[src/rtl/mem_lsu_pkg.sv]
// Shared pipeline definitions: datapath widths, load/store type codes and
// the LSU state encoding, plus small classification helpers.
package mem_lsu_pkg;

    localparam int XLEN = 32;
    localparam int BE_W = XLEN / 8;

    typedef enum logic [3:0] {
        SL_NONE = 4'd0,
        SL_LB   = 4'd1,
        SL_LH   = 4'd2,
        SL_LW   = 4'd3,
        SL_LBU  = 4'd4,
        SL_LHU  = 4'd5,
        SL_SB   = 4'd6,
        SL_SH   = 4'd7,
        SL_SW   = 4'd8
    } sl_type_t;

    typedef enum logic [1:0] {
        S_IDLE        = 2'd0,
        S_WAIT_GNT    = 2'd1,
        S_WAIT_RVALID = 2'd2,
        S_DONE        = 2'd3
    } lsu_state_t;

    function automatic logic is_load_type(input logic [3:0] t);
        return (t == SL_LB) || (t == SL_LH) || (t == SL_LW) ||
               (t == SL_LBU) || (t == SL_LHU);
    endfunction

    function automatic logic is_store_type(input logic [3:0] t);
        return (t == SL_SB) || (t == SL_SH) || (t == SL_SW);
    endfunction

    // Codes 9-15 fall through every test here and so behave as NONE.
    function automatic logic misaligned_access(input logic [3:0] t, input logic [1:0] off);
        logic half, word;
        half = (t == SL_LH) || (t == SL_LHU) || (t == SL_SH);
        word = (t == SL_LW) || (t == SL_SW);
        return (half && off[0]) || (word && (off != 2'b00));
    endfunction

endpackage

[src/rtl/mem_lsu_load_extend.sv]
// Picks the addressed byte/half/word out of a read beat and sign- or
// zero-extends it according to the load type.
module load_extend
    import mem_lsu_pkg::*;
(
    input  logic [XLEN-1:0] rdata,
    input  logic [1:0]      offset,
    input  logic [3:0]      sl_type,
    output logic [XLEN-1:0] data
);

    logic [XLEN-1:0] shifted;

    assign shifted = rdata >> {offset, 3'b000};

    always_comb begin
        data = rdata;
        case (sl_type)
            SL_LB:   data = {{24{shifted[7]}}, shifted[7:0]};
            SL_LH:   data = {{16{shifted[15]}}, shifted[15:0]};
            SL_LBU:  data = {24'd0, shifted[7:0]};
            SL_LHU:  data = {16'd0, shifted[15:0]};
            default: data = rdata;
        endcase
    end

endmodule

[src/rtl/mem_lsu.sv]
// MEM-stage load/store unit: one outstanding data-memory access at a time,
// stalling the pipeline until the grant (and, for loads, the read data) arrives.
module mem_lsu
    import mem_lsu_pkg::*;
(
    input  logic            clk,
    input  logic            rst,
    input  logic            instr_valid_mem_i,
    input  logic            dram_we_mem_i,
    input  logic [XLEN-1:0] alu_result_mem_i,
    input  logic [XLEN-1:0] rD2_mem_i,
    input  logic [3:0]      sl_type_mem_i,
    output logic            dmem_req_o,
    output logic            dmem_we_o,
    output logic [XLEN-1:0] dmem_addr_o,
    output logic [BE_W-1:0] dmem_be_o,
    output logic [XLEN-1:0] dmem_wdata_o,
    input  logic            dmem_gnt_i,
    input  logic            dmem_rvalid_i,
    input  logic [XLEN-1:0] dmem_rdata_i,
    output logic            stall_o,
    output logic [XLEN-1:0] load_data_o,
    output logic            load_valid_o,
    output logic            misalign_o,
    output lsu_state_t      state_o
);

    // Bus handshake: a beat transfers in the cycle where dmem_req_o and
    // dmem_gnt_i are both high; dmem_req_o, once raised, stays high with
    // stable fields until granted. Read data transfers on dmem_rvalid_i.

    lsu_state_t      state, state_next;
    logic            is_load, is_store, is_misaligned, new_op;
    logic [XLEN-1:0] new_addr, new_wdata;
    logic [BE_W-1:0] new_be;
    logic [XLEN-1:0] addr_q, wdata_q, load_data_q, ext_data;
    logic [BE_W-1:0] be_q;
    logic            we_q;
    logic [3:0]      type_q;
    logic [1:0]      off_q;

    assign is_load       = instr_valid_mem_i && !dram_we_mem_i && is_load_type(sl_type_mem_i);
    assign is_store      = instr_valid_mem_i && dram_we_mem_i && is_store_type(sl_type_mem_i);
    assign is_misaligned = misaligned_access(sl_type_mem_i, alu_result_mem_i[1:0]);
    assign new_op        = !rst && (state == S_IDLE) && (is_load || is_store) && !is_misaligned;
    assign new_addr      = {alu_result_mem_i[XLEN-1:2], 2'b00};
    assign state_o       = state;

    always_comb begin
        new_be    = 4'b1111;
        new_wdata = rD2_mem_i;
        if (is_store) begin
            case (sl_type_mem_i)
                SL_SB: begin
                    new_be    = 4'b0001 << alu_result_mem_i[1:0];
                    new_wdata = {4{rD2_mem_i[7:0]}};
                end
                SL_SH: begin
                    new_be    = alu_result_mem_i[1] ? 4'b1100 : 4'b0011;
                    new_wdata = {2{rD2_mem_i[15:0]}};
                end
                default: ;
            endcase
        end
    end

    load_extend u_load_extend (
        .rdata   (dmem_rdata_i),
        .offset  (off_q),
        .sl_type (type_q),
        .data    (ext_data)
    );

    always_ff @(posedge clk) begin
        if (rst) state <= S_IDLE;
        else     state <= state_next;
    end

    always_ff @(posedge clk) begin
        if (rst) begin
            addr_q      <= '0;
            be_q        <= '0;
            wdata_q     <= '0;
            we_q        <= 1'b0;
            type_q      <= '0;
            off_q       <= '0;
            load_data_q <= '0;
        end else begin
            if (new_op) begin
                addr_q  <= new_addr;
                be_q    <= new_be;
                wdata_q <= new_wdata;
                we_q    <= is_store;
                type_q  <= sl_type_mem_i;
                off_q   <= alu_result_mem_i[1:0];
            end
            if ((state == S_WAIT_RVALID) && dmem_rvalid_i) load_data_q <= ext_data;
        end
    end

    always_comb begin
        state_next   = state;
        dmem_req_o   = 1'b0;
        dmem_we_o    = 1'b0;
        stall_o      = 1'b0;
        load_valid_o = 1'b0;
        misalign_o   = 1'b0;
        case (state)
            S_IDLE: begin
                misalign_o = (is_load || is_store) && is_misaligned;
                if (new_op) begin
                    dmem_req_o = 1'b1;
                    dmem_we_o  = is_store;
                    stall_o    = !dmem_gnt_i || is_load;
                    if (!dmem_gnt_i) state_next = S_WAIT_GNT;
                    else if (is_load) state_next = S_WAIT_RVALID;
                end
            end
            S_WAIT_GNT: begin
                dmem_req_o = 1'b1;
                dmem_we_o  = we_q;
                stall_o    = 1'b1;
                if (dmem_gnt_i) state_next = we_q ? S_IDLE : S_WAIT_RVALID;
            end
            S_WAIT_RVALID: begin
                stall_o = 1'b1;
                if (dmem_rvalid_i) state_next = S_DONE;
            end
            S_DONE: begin
                load_valid_o = 1'b1;
                state_next   = S_IDLE;
            end
            default: state_next = S_IDLE;
        endcase
        // While reset is held every output is forced quiet, even before the
        // first reset edge has cleared the registers.
        if (rst) begin
            dmem_req_o   = 1'b0;
            dmem_we_o    = 1'b0;
            stall_o      = 1'b0;
            load_valid_o = 1'b0;
            misalign_o   = 1'b0;
        end
    end

    always_comb begin
        dmem_addr_o  = new_op ? new_addr  : addr_q;
        dmem_be_o    = new_op ? new_be    : be_q;
        dmem_wdata_o = new_op ? new_wdata : wdata_q;
        load_data_o  = load_data_q;
        if (rst) begin
            dmem_addr_o  = '0;
            dmem_be_o    = '0;
            dmem_wdata_o = '0;
            load_data_o  = '0;
        end
    end

endmodule

[config.mk]
export PLATFORM = sky130hd
export DESIGN_NAME = mem_lsu
export DESIGN_NICKNAME = d
export VERILOG_FILES = /design/src/rtl/mem_lsu_pkg.sv /design/src/rtl/mem_lsu_load_extend.sv /design/src/rtl/mem_lsu.sv
export SDC_FILE = /design/constraint.sdc
export NUM_CORES = 1
export LEC_CHECK = 0
export ABC_AREA = 1
export ABC_CLOCK_PERIOD_IN_PS = 2790
export BUFFER_PORTS_ARGS = -buffer_cell sky130_fd_sc_hd__buf_4
export CAP_MARGIN = 5
export CORE_ASPECT_RATIO = 0.75
export CORE_UTILIZATION = 47
export CTS_CLUSTER_DIAMETER = 80
export DETAILED_ROUTE_END_ITERATION = 7
export GPL_TIMING_DRIVEN = 0
export MAX_ROUTING_LAYER = met4
export PLACE_DENSITY_LB_ADDON = 0.12
export SETUP_SLACK_MARGIN = 0.4
export SLEW_MARGIN = 20
export SYNTH_ARGS = -nofsm -noshare
export SYNTH_HDL_FRONTEND = slang
export SYNTH_SLANG_ARGS = --single-unit
[constraint.sdc]
create_clock -name clk -period 2.79 [get_ports clk]
set_input_delay 0.279 -clock clk [delete_from_list [all_inputs] [get_ports clk]]
set_output_delay 0.279 -clock clk [all_outputs]
set_load 0.05 [all_outputs]
After elaboration in Yosys (flattened, before gate mapping) --
Cells that the tools add are included.
Word-level totals: register bits 109, input port bits 106, output and inout port bits 107, logic and storage cells 93
Cells by class: eq/ne operators 19, shift-type cells 2, mux-type cells 33, reductions and logical operators 31
Operator list (count):
- two-way mux 32 bit | 6
- case mux 32 bit (4 select lines) | 1
- case mux 32 bit (2 select lines) | 1
- right shift 32 x 5 -> 16 bit | 1
- equality test 4 x 3 -> 1 bit, second input constant | 6
- two-way mux 4 bit | 4
- equality test 4 x 2 -> 1 bit, second input constant | 3
- logical OR 1 bit | 12
- two-way mux 2 bit | 6
- logical AND 1 bit | 11
- two-way mux 1 bit | 10
- equality test 4 x 1 -> 1 bit, second input constant | 2
- case mux 2 bit (4 select lines) | 1
- case mux 4 bit (2 select lines) | 1
- inequality test 2 bit, second input constant | 3
- case mux 1 bit (2 select lines) | 3
- equality test 2 bit, second input constant | 2
- equality test 4 bit, second input constant | 1
- zero test 1 bit | 4
- AND reduction 4 bit | 1
- left shift 1 x 2 -> 4 bit, first input constant | 1
- inequality test 3 bit, second input constant | 1
- equality test 2 x 1 -> 1 bit, second input constant | 1
- zero test 2 bit | 1
- 2 further kinds | 2

Depth between registers and ports, before layout --
Gate-level depths: netlist of run 1.
depth in word-level cells 12, mapped depth 12, depth with buffers taken out 11

Modules after synthesis --
A second synthesis of run 1 with hierarchy kept.
Unflattened totals: cells, all modules 880, area total of the unflattened synthesis 5830.6 um2
By module, submodules not included:
- mem_lsu | times used 1, cells an instance 638, area each 4603.2 um2, seq. area each 2182.1 um2
- load_extend | times used 1, cells an instance 242, area each 1227.4 um2, seq. area each 0.0 um2

Worst setup path after synthesis of run 1 --
OpenSTA, ideal clock, no wires.
path kind register to output, from register state[0] (netlist: state_o[0]), to output stall_o, arrival time 2558 ps, required time 2511 ps, path slack -47 ps, cell stages (with the launch flop) 10, buffers on the path 1, path through dfxtp_1 -> inv_1 -> ha_1 -> inv_1 -> nor2_1 -> nand2_2 -> nor2_4 -> buf_4 -> a21oi_1 -> nor3_1
Between the ends: longest elaborated chain between the ends 7, elaborated cells on any way between the ends 10, classes of those cells 2 x eq/ne; 3 x mux; 5 x reduce/logical
Ends and longest elaborated chain:
- start, declared | line mem_lsu.sv:32 | lsu_state_t state, state_next;
- start signal, assigned | line mem_lsu.sv:76 | else state <= state_next;
- zero test 2 bit | line mem_lsu.sv:45, mem_lsu.sv:108
- logical AND 1 bit (3 in a row) | line mem_lsu.sv:45 | assign new_op = !rst && (state == S_IDLE) && (is_load || is_store) && !is_misaligned;
- two-way mux 1 bit | line mem_lsu.sv:111 | if (new_op) begin
- case mux 1 bit (2 select lines) (*) | line mem_lsu.sv:108 | case (state)
- two-way mux 1 bit (*) | line mem_lsu.sv:137 | if (rst) begin
- end, declared | line mem_lsu.sv:21 | output logic stall_o,
Mark *: on every way between the ends. The rest lies on a longest branch, timed or not.

Worst setup path in the final report of run 1 --
from register state[0] (netlist: state_o[0]), to output dmem_we_o
Between the ends: longest elaborated chain between the ends 7, elaborated cells on any way between the ends 8, classes of those cells 1 x eq/ne; 3 x mux; 4 x reduce/logical
Ends and longest elaborated chain:
- zero test 2 bit | line mem_lsu.sv:45, mem_lsu.sv:108
- logical AND 1 bit (3 in a row) | line mem_lsu.sv:45
- two-way mux 1 bit | line mem_lsu.sv:111
- case mux 1 bit (2 select lines) (*) | line mem_lsu.sv:108
- two-way mux 1 bit (*) | line mem_lsu.sv:137
- end, declared | line mem_lsu.sv:14 | output logic dmem_we_o,
Marked as above.

==> metrics.txt, run 1 <==
fin cells=1,138; Primary FF master, synth=dfxtp_1; yosys warns=0; RSZ-0062 raised after global routing=yes; dominant cells by area after synthesis=dfxtp_1, nand2_1, o21ai_0; fillers=807; vias per inst=5.28; Pleak=0.00378 µW; initial antenna violation count=0; DRT Pass-1 Iters=5; DP HPWL=12,700 µm; Setup-failing EPs final=0; Die H=93.4 µm; antenna diode count=0; first-pass GRT wire length=26,100 µm; Final #Nets=1,108; number of global-route vias before repair=5,202; Total Power=4860 µW; RD Place Congestion=0.935; Fin Clk Skew=0.00960 ns; startpoint types=flop; total grt overflow=0; Routed Antenna Nets=0; fin area=8100 µm²; EDFF count, synth=0; Die Width=124 µm; final wirelength=17,600 µm; synth cell count leaders=nand2_1, dfxtp_1, inv_1; Power Dens Cells=601 nW/µm²; fin. max-slew vios=0; fmax=0.427 GHz; DR WL/cell=15.5 µm; Avg Cell Area, Syn=6.86 µm²; number of DRC markers in iteration 0=444; CP max FO=10; Area after DPL=7180 µm²; Root Driver=clkbuf_16; TNS Setup=0 ns; area share of the largest cell type after synthesis=41.7%; Mapped Cells=763; Overall Global Routing Usage=30.3%; post-synthesis sequential area ratio=41.7%; Vias=6,006; clock tree buffer depth=2; number of max-cap violations=0; # IOs=213; most common cell in the netlist=nand2_1; CTS tree=done; peak supply drop=0.000427 V; H-tree depth=3; leading area contributor after synthesis=dfxtp_1; Clk Latency, worst-skew pair=0.35 ns; clock slew seen by the registers of the worst setup and hold paths=0.08 ns; Unique masters post-synth=30; Num CTS Buffers=9; largest net degree at the start of global routing=21; WP data arrival=2.06 ns; Inst Count DP=1,111; Final Hold Vio Count=0; post-synthesis net count=874; CP required=2.51 ns; Area Overhead vs Synth=54.7%; Synth Register Bits=109; status=complete, no violations; ys async rst share=0%; clock sink count=109; Synth Cell Area=5240 µm²; CP Class=reg2out; Initial Util=49.5%; number of port buffers=212; Die ar.=11,600 µm²; core footprint=10,600 µm²; final worst-path cycle share=83.9%; Slew @ Worst Pin=0.712 ns; DRC violations left=0; layout cell share with drive strength beyond 1=35.1%; row count=32; fin crit period=2.34 ns; critical path endpoint category=output pin; relative slew slack=52.1%; Hold WC Path Type=in2reg
-- path summary, 6_finish.rpt --
kind                            depth (start not counted)               startpoint                          end  slack, ns
worst max-delay path                                   11  state_o[0]$_SDFFE_PP0P_                    dmem_we_o       0.45
worst max register to register                          7  state_o[1]$_SDFFE_PP0P_  load_data_q[5]$_SDFFE_PP0P_       0.57
worst min register to register                          2        addr_q[0]$_DFF_P_            addr_q[0]$_DFF_P_       0.44
worst min-delay path                                    3     alu_result_mem_i[16]           addr_q[16]$_DFF_P_       0.16
-- kinds of logic (layout without fill, tap and decap cells) --
kind of cell,Yosys count,in the layout,share of synthesized area [%]
compound gates,193,193,21.0
buf+inv,136,375,10.6
fa+ha+maj,5,5,1.20
simple gates,320,320,25.5
flops,109,109,41.7
-- placed cells by master, fill, tap and decap left out, types with 11 or more instances in the layout --
master	count
nand3_1	54
a21oi_2	23
clkbuf_1	20
buf_4	165
nand2_1	170
o22a_1	16
a21oi_1	27
dfxtp_1	107
o211ai_1	15
or2_2	11
nor2_1	47
nand2_2	21
o21ai_0	71
buf_6	60
o21ai_1	15
inv_1	81
buf_8	11
-- registers in the layout (all words and copies together) (netlist names) --
register / flops
state_o: 2
we_q: 1
wdata_q: 32
be_q: 4
addr_q: 32
load_data_q: 32
off_q: 2
type_q: 4
-- power breakdown --
| part | total, µW | internal [µW] | switching, µW |
|---|---|---|---|
| Combinational | 1810 | 663 | 1150 |
| Sequential | 1780 | 1720 | 62.6 |
| Clock | 1270 | 636 | 637 |
| Total | 4860 | 3010 | 1850 |
-- layer usage --
layer  track usage, %  wire length (µm)
met5                -                 0
met4             7.43               369
met3             7.32              1410
met2             42.8              7640
met1             43.0              8200
-- what timing repair did --
| item | in CTS | in global routing |
|---|---|---|
| setup endpoints to repair | 69 | 71 |
| gates resized for setup | 79 | 76 |
| buffers inserted | 4 | 6 |
| gates cloned | 1 | 0 |
| hold buffers | 0 | 0 |
| pin swaps | 5 | 7 |
-- area by class of cell --
cell class                 instances  area [µm²]  share of cell area [%]
buffer                            47         323                    3.99
sequential                       109        2190                    27.0
multi-input combinational        518        2810                    34.7
inverter                          89         344                    4.25
clock inverter                     6        65.1                   0.803
clock buffer                      10         229                    2.83
timing repair buffer             223        1970                    24.3
tap                              136         170                    2.10
-- stage by stage --
step	utilization [%]	setup slack, ns	hold WS (ns)
final	76.6	0.450	0.158
after global routing	76.6	0.355	0.146
after CTS	73.8	0.398	0.141
after detailed placement	67.9	0.353	0.419
after global placement	67.9	0.395	0.410
after floorplan	-	0.405	0.407
-- critical path, stage by stage (launching register included) --
cell and delay [ns]:
dfxtp_4 0.37, inv_4 0.06, ha_4 0.16, inv_4 0.05, nor2_4 0.11, nand2_2 0.08
nor2_4 0.10, buf_12 0.15, buf_8 0.14, nand3_1 0.11, o31ai_1 0.11, buf_4 0.26
Note: power is estimated with default switching activity, not from simulation.
==> inputs of run 2 (changes only) <==
ABC_AREA = 0   (was 1)
ABC_CLOCK_PERIOD_IN_PS = 2300   (was 2790)
clock period = 2.3 ns   (was 2.79 ns; I/O delays follow)
==> metrics.txt, run 2 <==
Primary FF master, synth=dfxtp_1 (unchanged); most common cell in the netlist=dfxtp_1 (was nand2_1); post_cts resized=446 (was 79); dominant cells by area after synthesis=dfxtp_1, a21oi_1, o21ai_0 (was dfxtp_1, nand2_1, o21ai_0); largest family of logic cells by synthesized area=compound AO/OA/AOI/OAI gates (was simple AND/OR/NAND/NOR gates); Die Width=127 µm (was 124 µm); Root Driver=clkbuf_16 (unchanged); RD Place Congestion=0.944 (was 0.935); status=stopped before the end (was complete, no violations); row count=33 (was 32); Mapped Cells=676 (was 763); clock sink count=109 (unchanged); number of port buffers=210 (was 212); ys async rst share=0% (unchanged); Synth Cell Area=5490 µm² (was 5240 µm²); Unique masters post-synth=54 (was 30); # IOs=213 (unchanged); area share of the largest cell type after synthesis=39.7% (was 41.7%); synth cell count leaders=dfxtp_1, a21oi_1, o21ai_0 (was nand2_1, dfxtp_1, inv_1); yosys warns=0 (unchanged); leading area contributor after synthesis=dfxtp_1 (unchanged); post-synthesis net count=787 (was 874); Place WS=-0.386 ns (was 0.353 ns); clock tree buffer depth=2 (unchanged); mux share of post-synthesis cell area=5.90% (was 0%); EDFF count, synth=0 (unchanged); post-synthesis xor/xnor area fraction=0.160% (was 0%); Initial Util=49.2% (was 49.5%); Hold Buf Count CTS=0 (unchanged); Synth Register Bits=109 (unchanged); H-tree depth=3 (unchanged); Die H=95.6 µm (was 93.4 µm); post-synthesis sequential area ratio=39.7% (was 41.7%); error msg=[ERROR DPL-0033] detailed placement checks failed during check placement.; complex-gate fraction of the synthesized area=29.5% (was 21.0%); Synth Area in Simple Gates=17.9% (was 25.5%); post-CTS setup buffer count=42 (was 4); DP HPWL=16,200 µm (was 12,700 µm); Avg Cell Area, Syn=8.12 µm² (was 6.86 µm²); Adder-Cell Fraction of Synth Area=1.14% (was 1.20%); Num CTS Buffers=9 (unchanged); last step reached=4_1_cts
## run 2: kinds of logic after synthesis
kind of cell               Yosys count
adders and majority gates            5
and+or+nand+nor                    191
DFF                                109
AOI/OAI and AO/OA                  262
buffers and inverters               77
xor gates and xnor gates             1
muxes                               31
## run 2: through the flow
stage	util, %	setup TNS [ns]	area [µm²]	std cells	hold WS, ns
global placement	72.7	-16.37	8110	1026	0.442
detailed placement	72.8	-21.30	8110	1026	0.445
floorplan	-	-0.0433	6360	676	0.365
==> inputs of run 3 (changes only) <==
CORE_ASPECT_RATIO = unset   (was 0.75)
CORE_UTILIZATION = 32   (was 47)
CTS_CLUSTER_DIAMETER = unset   (was 80)
MAX_ROUTING_LAYER = unset   (was met4)
PLACE_DENSITY_LB_ADDON = 0.15   (was 0.12)
SETUP_SLACK_MARGIN = unset   (was 0.4)
==> metrics.txt, run 3 <==
# IOs=213 (unchanged); Power Dens Cells=509 nW/µm²; fmax=0.400 GHz; EDFF count, synth=0 (unchanged); post-synthesis net count=787 (unchanged); reg2reg start=off_q[1]$_SDFFE_PP0N_; vias per inst=5.44; first-pass GRT wire length=33,000 µm; fin cells=1,161; Clk Latency, worst-skew pair=0.36 ns; fin area=10,600 µm²; fin. max-slew vios=0; most common cell in the netlist=dfxtp_1 (unchanged); leading area contributor after synthesis=dfxtp_1 (unchanged); DRC violations left=0; Die Width=133 µm (was 127 µm); Synth Cell Area=5490 µm² (unchanged); clock tree buffer depth=2 (unchanged); most frequent cells in the layout=buf_4, dfxtp_1, buf_6; Root Driver=clkbuf_16 (unchanged); clock sink count=109 (unchanged); worst r2r dst=load_data_q[17]$_SDFFE_PP0P_; Mapped Cells=676 (unchanged); r2r setup slk=0.18 ns; Hold WC Path Type=in2reg; area share of the largest cell type after synthesis=39.7% (unchanged); fillers=1,357; DR WL/cell=19.5 µm; Hold Crit Depth=3; slowest CP cell=or4_4; Area after DPL=8220 µm² (was 8110 µm²); Avg Cell Area, Syn=8.12 µm² (unchanged); Hold Path Sink=load_data_q[24]$_SDFFE_PP0P_; Routed Antenna Nets=0; CP max stage delay=0.50 ns; number of max-cap violations=0; DP HPWL=15,100 µm (was 16,200 µm); final wirelength=22,700 µm; Vias=6,316; Regs by FF count=addr_q x32, load_data_q x32, wdata_q x32; Final #Nets=1,047; layout cell share with drive strength beyond 1=54.3%; failing checks=setup timing; Initial Util=33.0% (was 49.2%); number of DRC markers in iteration 0=376; largest net degree at the start of global routing=19; dominant cells by area after synthesis=dfxtp_1, a21oi_1, o21ai_0 (unchanged); clock slew seen by the registers of the worst setup and hold paths=0.08 ns; Place WS=-0.394 ns (was -0.386 ns); Unique masters post-synth=54 (unchanged); RD Place Congestion=0.892 (was 0.944); Inst Count DP=1,106 (was 1,026); Total Power=5380 µW; Setup-failing EPs final=71; initial antenna violation count=0; CP max FO=5; fin crit period=2.50 ns; CP Class=reg2out; peak supply drop=0.000468 V; Primary FF master, synth=dfxtp_1 (unchanged); H-tree depth=3 (unchanged); Area Overhead vs Synth=92.8%; row count=47 (was 33); yosys warns=0 (unchanged); hold wc startpoint=dmem_rdata_i[24]; Fin Clk Skew=0.0105 ns; RSZ-0062 raised after global routing=yes; most common cell after layout, fill and taps aside=buf_4; critical path endpoint category=output pin; Slew @ Worst Pin=0.728 ns; reg2reg path depth=6; Die H=133 µm (was 95.6 µm); Die ar.=17,700 µm²; WHS=0.136 ns; post-synthesis sequential area ratio=39.7% (unchanged); final worst-path cycle share=109%; final worst slack=-0.200 ns; Hold Buf Count CTS=0 (unchanged); WP data arrival=2.27 ns; antenna diode count=0; CP required=2.07 ns; relative slew slack=51.4%; core footprint=16,600 µm²; startpoint types=flop; number of port buffers=210 (unchanged); critical path startpoint=state_o[1]$_SDFFE_PP0P_; Num CTS Buffers=9 (unchanged); Final Hold Vio Count=0; ys async rst share=0% (unchanged); synth cell count leaders=dfxtp_1, a21oi_1, o21ai_0 (unchanged); number of global-route vias before repair=5,877; DRT Pass-1 Iters=5; Overall Global Routing Usage=23.9%; Pleak=0.00370 µW; CTS tree=done; status=finished, violations left (was stopped before the end); CP dominant cell by count=buf_6; Synth Register Bits=109 (unchanged); total grt overflow=0; CP Cell Sequence=inv_4 -> ha_4 -> nand2_4 -> o31a_1 -> buf_6 -> or4_4 -> a21oi_4 -> buf_6
run 3: cell counts after synthesis:
Identical to the previous run, type by type.
run 3: per-stage QoR:
step / setup TNS (ns) / util (%)
after floorplan: -0.0528 / -
after global placement: -35.86 / 49.3
after detailed placement: -22.49 / 49.4
after CTS: -4.16 / 58.2
after global routing: -13.95 / 63.6
final: -8.11 / 63.6
run 3: worst max path at each step:
stage | end | slack, ns | depth (start not counted)
floorplan | dmem_we_o | -0.03 | 8
finish | dmem_we_o | -0.20 | 8
global route | dmem_wdata_o[11] | -0.27 | 11
CTS | dmem_we_o | -0.19 | 8
global placement | dmem_addr_o[14] | -0.70 | 6
detailed placement | dmem_wdata_o[30] | -0.39 | 8
run 3: report_power, final:
part / internal [µW] / switching, µW
registers: 1950 / 27.9
logic: 604 / 927
clock network: 1110 / 771
total: 3660 / 1730
run 3: timing repair:
item,in CTS,in global routing
endpoints found under the setup margin,73,91
resized for setup,284,135
pin swaps,34,92
setup buffers,16,17
gates cloned,4,5
run 3: area by class of cell:
type / instances / area [µm²] / share of cell area [%]
buffer: 66 / 510 / 4.82
clock buffer: 10 / 239 / 2.26
clock inverter: 6 / 116 / 1.10
inverter: 8 / 35.0 / 0.331
multi-input combinational: 490 / 4820 / 45.6
sequential: 109 / 2190 / 20.7
tap: 220 / 275 / 2.60
timing repair buffer: 252 / 2390 / 22.6
run 3: cell families after synthesis:
| group | after synthesis | synth area share [%] |
|---|---|---|
| AOI/OAI and AO/OA | 262 | 29.5 |
| and+or+nand+nor | 191 | 17.9 |
| DFF | 109 | 39.7 |
| buffers and inverters | 77 | 5.65 |
| muxes | 31 | 5.90 |
| adders and majority gates | 5 | 1.14 |
| xor gates and xnor gates | 1 | 0.160 |
run 3: routing by layer:
layer	part of all wire, %	wire length [µm]	GRT usage (%)
met1	43	9790	31.8
met5	0	0	0
met2	48	11000	38.7
met3	6.5	1480	5.25
met4	1.8	411	6.77
run 3: critical path: cells and delay by family (launching register included):
family	cells	cell delay, ns
fa+ha+maj	1	0.16
simple gates	2	0.56
buf+inv	3	0.39
compound gates	2	0.46
flops	1	0.35
==> inputs of run 4 (changes only) <==
CORE_UTILIZATION = 35   (was 32)
==> metrics.txt, run 4 (same netlist as run 3, synthesis figures left out) <==
CP required=2.07 ns (about the same); CP dominant cell by count=buf_6 (unchanged); CP max FO=5 (unchanged); Hold Buf Count CTS=0 (unchanged); TNS Setup=-9.24 ns (was -8.11 ns); Die Width=127 µm (was 133 µm); startpoint types=flop (unchanged); Initial Util=36.0% (was 33.0%); Area Overhead vs Synth=91.8% (was 92.8%); vias per inst=5.55 (was 5.44); failing checks=setup timing (unchanged); Setup-failing EPs final=69 (was 71); relative slew slack=49.7% (was 51.4%); most common cell after layout, fill and taps aside=buf_4 (unchanged); final wirelength=23,100 µm (was 22,700 µm); Root Driver=clkbuf_16 (unchanged); fmax=0.399 GHz (was 0.400 GHz); Vias=6,398 (was 6,316); status=finished, violations left (unchanged); number of global-route vias before repair=6,309 (was 5,877); CP Class=reg2out (unchanged); Overall Global Routing Usage=27.7% (was 23.9%); number of port buffers=210 (unchanged); Final #Nets=1,048 (was 1,047); Fin Clk Skew=0.00404 ns (was 0.0105 ns); WHS=0.141 ns (was 0.136 ns); DRC violations left=0 (unchanged); Hold Crit Depth=3 (unchanged); CTS tree=done (unchanged); Area after DPL=8210 µm² (was 8220 µm²); DR WL/cell=20.0 µm (was 19.5 µm); fin cells=1,153 (was 1,161); core footprint=15,300 µm² (was 16,600 µm²); fillers=1,142 (was 1,357); slowest CP cell=or4_4 (unchanged); initial antenna violation count=0 (unchanged); layout cell share with drive strength beyond 1=55.5% (was 54.3%); fin. max-slew vios=0 (unchanged); total grt overflow=0 (unchanged); largest net degree at the start of global routing=18 (was 19); RSZ-0062 raised after global routing=yes (unchanged); fin area=10,500 µm² (was 10,600 µm²); H-tree depth=3 (unchanged); Routed Antenna Nets=0 (unchanged); Final Hold Vio Count=0 (unchanged); CP Cell Sequence=inv_4 -> ha_4 -> nand2_4 -> o31a_1 -> buf_6 -> or4_4 -> a21oi_4 -> buf_6 (unchanged); antenna diode count=0 (unchanged); first-pass GRT wire length=34,700 µm (was 33,000 µm); WP data arrival=2.27 ns (about the same); number of DRC markers in iteration 0=397 (was 376); Regs by FF count=addr_q x32, load_data_q x32, wdata_q x32 (unchanged); Die H=127 µm (was 133 µm); most frequent cells in the layout=buf_4, dfxtp_1, buf_6 (unchanged); DRT Pass-1 Iters=5 (unchanged); clock sink count=109 (unchanged); CP max stage delay=0.50 ns (about the same); RD Place Congestion=0.932 (was 0.892); clock slew seen by the registers of the worst setup and hold paths=0.07 ns (was 0.08 ns); final worst-path cycle share=109% (about the same); Clk Latency, worst-skew pair=0.36 ns (about the same); Power Dens Cells=484 nW/µm² (was 509 nW/µm²); Hold WC Path Type=in2reg (unchanged); peak supply drop=0.000410 V (was 0.000468 V); Slew @ Worst Pin=0.754 ns (was 0.728 ns); Die ar.=16,200 µm² (was 17,700 µm²); # IOs=213 (unchanged); DP HPWL=15,800 µm (was 15,100 µm); Pleak=0.00368 µW (was 0.00370 µW); final worst slack=-0.203 ns (was -0.200 ns); row count=45 (was 47); fin crit period=2.50 ns (about the same); critical path endpoint category=output pin (unchanged); Num CTS Buffers=9 (unchanged); Inst Count DP=1,098 (was 1,106); clock tree buffer depth=2 (unchanged); reg2reg path depth=8 (was 6); number of max-cap violations=0 (unchanged); Core Util, Final=69.0% (was 63.6%)
[run 4: cell count changes in the layout (fill, tap and decap cells not counted), sizes merged]
cell | previous run | this run
buf | 268 | 271
bufinv | 3 | 0
clkinvlp | 0 | 1
[run 4: where the power goes]
part	total [µW]	internal, µW	switching, µW
Combinational	1530	593	936
Sequential	1980	1950	33.3
Clock	1590	836	754
[run 4: what timing repair did]
item	4_1_cts	5_1_grt
hold endpoints to repair	0	0
pin swaps	39	95
buffers inserted	23	9
endpoints found under the setup margin	75	86
resized for setup	313	118
gates cloned	4	6
[run 4: worst paths after layout]
kind,from,slack [ns],endpoint
setup reg to reg,state_o[0]$_SDFFE_PP0P_,0.23,load_data_q[14]$_SDFFE_PP0P_
setup / recovery,state_o[1]$_SDFFE_PP0P_,-0.20,dmem_we_o
hold reg to reg,load_data_q[1]$_SDFFE_PP0P_,0.45,load_data_q[1]$_SDFFE_PP0P_
hold / removal,dmem_rdata_i[18],0.14,load_data_q[18]$_SDFFE_PP0P_
[run 4: worst max-delay path: cells and delay by family (launching register included)]
family	cells	cell delay (ns)
and+or+nand+nor	2	0.55
AOI/OAI and AO/OA	2	0.45
buffers and inverters	3	0.40
DFF	1	0.35
adders and majority gates	1	0.16
[run 4: cell type report]
class | count | area, µm² | area share (%)
Multi-Input combinational cell | 490 | 4890 | 46.5
Buffer | 67 | 512 | 4.86
Timing Repair Buffer | 252 | 2340 | 22.2
Clock buffer | 12 | 268 | 2.54
Inverter | 8 | 35.0 | 0.333
Sequential cell | 109 | 2190 | 20.8
Clock inverter | 4 | 27.5 | 0.261
Tap cell | 211 | 264 | 2.51
[run 4: metal layers]
| metal | vias to the layer above | share of wire [%] | track usage, % |
|---|---|---|---|
| li1 | 3014 | - | - |
| met1 | 3101 | 43 | 34.6 |
| met2 | 236 | 48 | 47.1 |
| met3 | 47 | 5.8 | 6.03 |
| met4 | 0 | 3.2 | 9.59 |
| met5 | - | 0 | 0 |
[run 4: per-stage QoR]
stage / power (µW) / worst slack (ns)
2_1_floorplan: 2740 / -0.0268
4_1_cts: 4960 / -0.196
6_report: 5100 / -0.203
5_1_grt: 5290 / -0.286
3_3_place_gp: 3120 / -0.600
3_5_place_dp: 3150 / -0.648
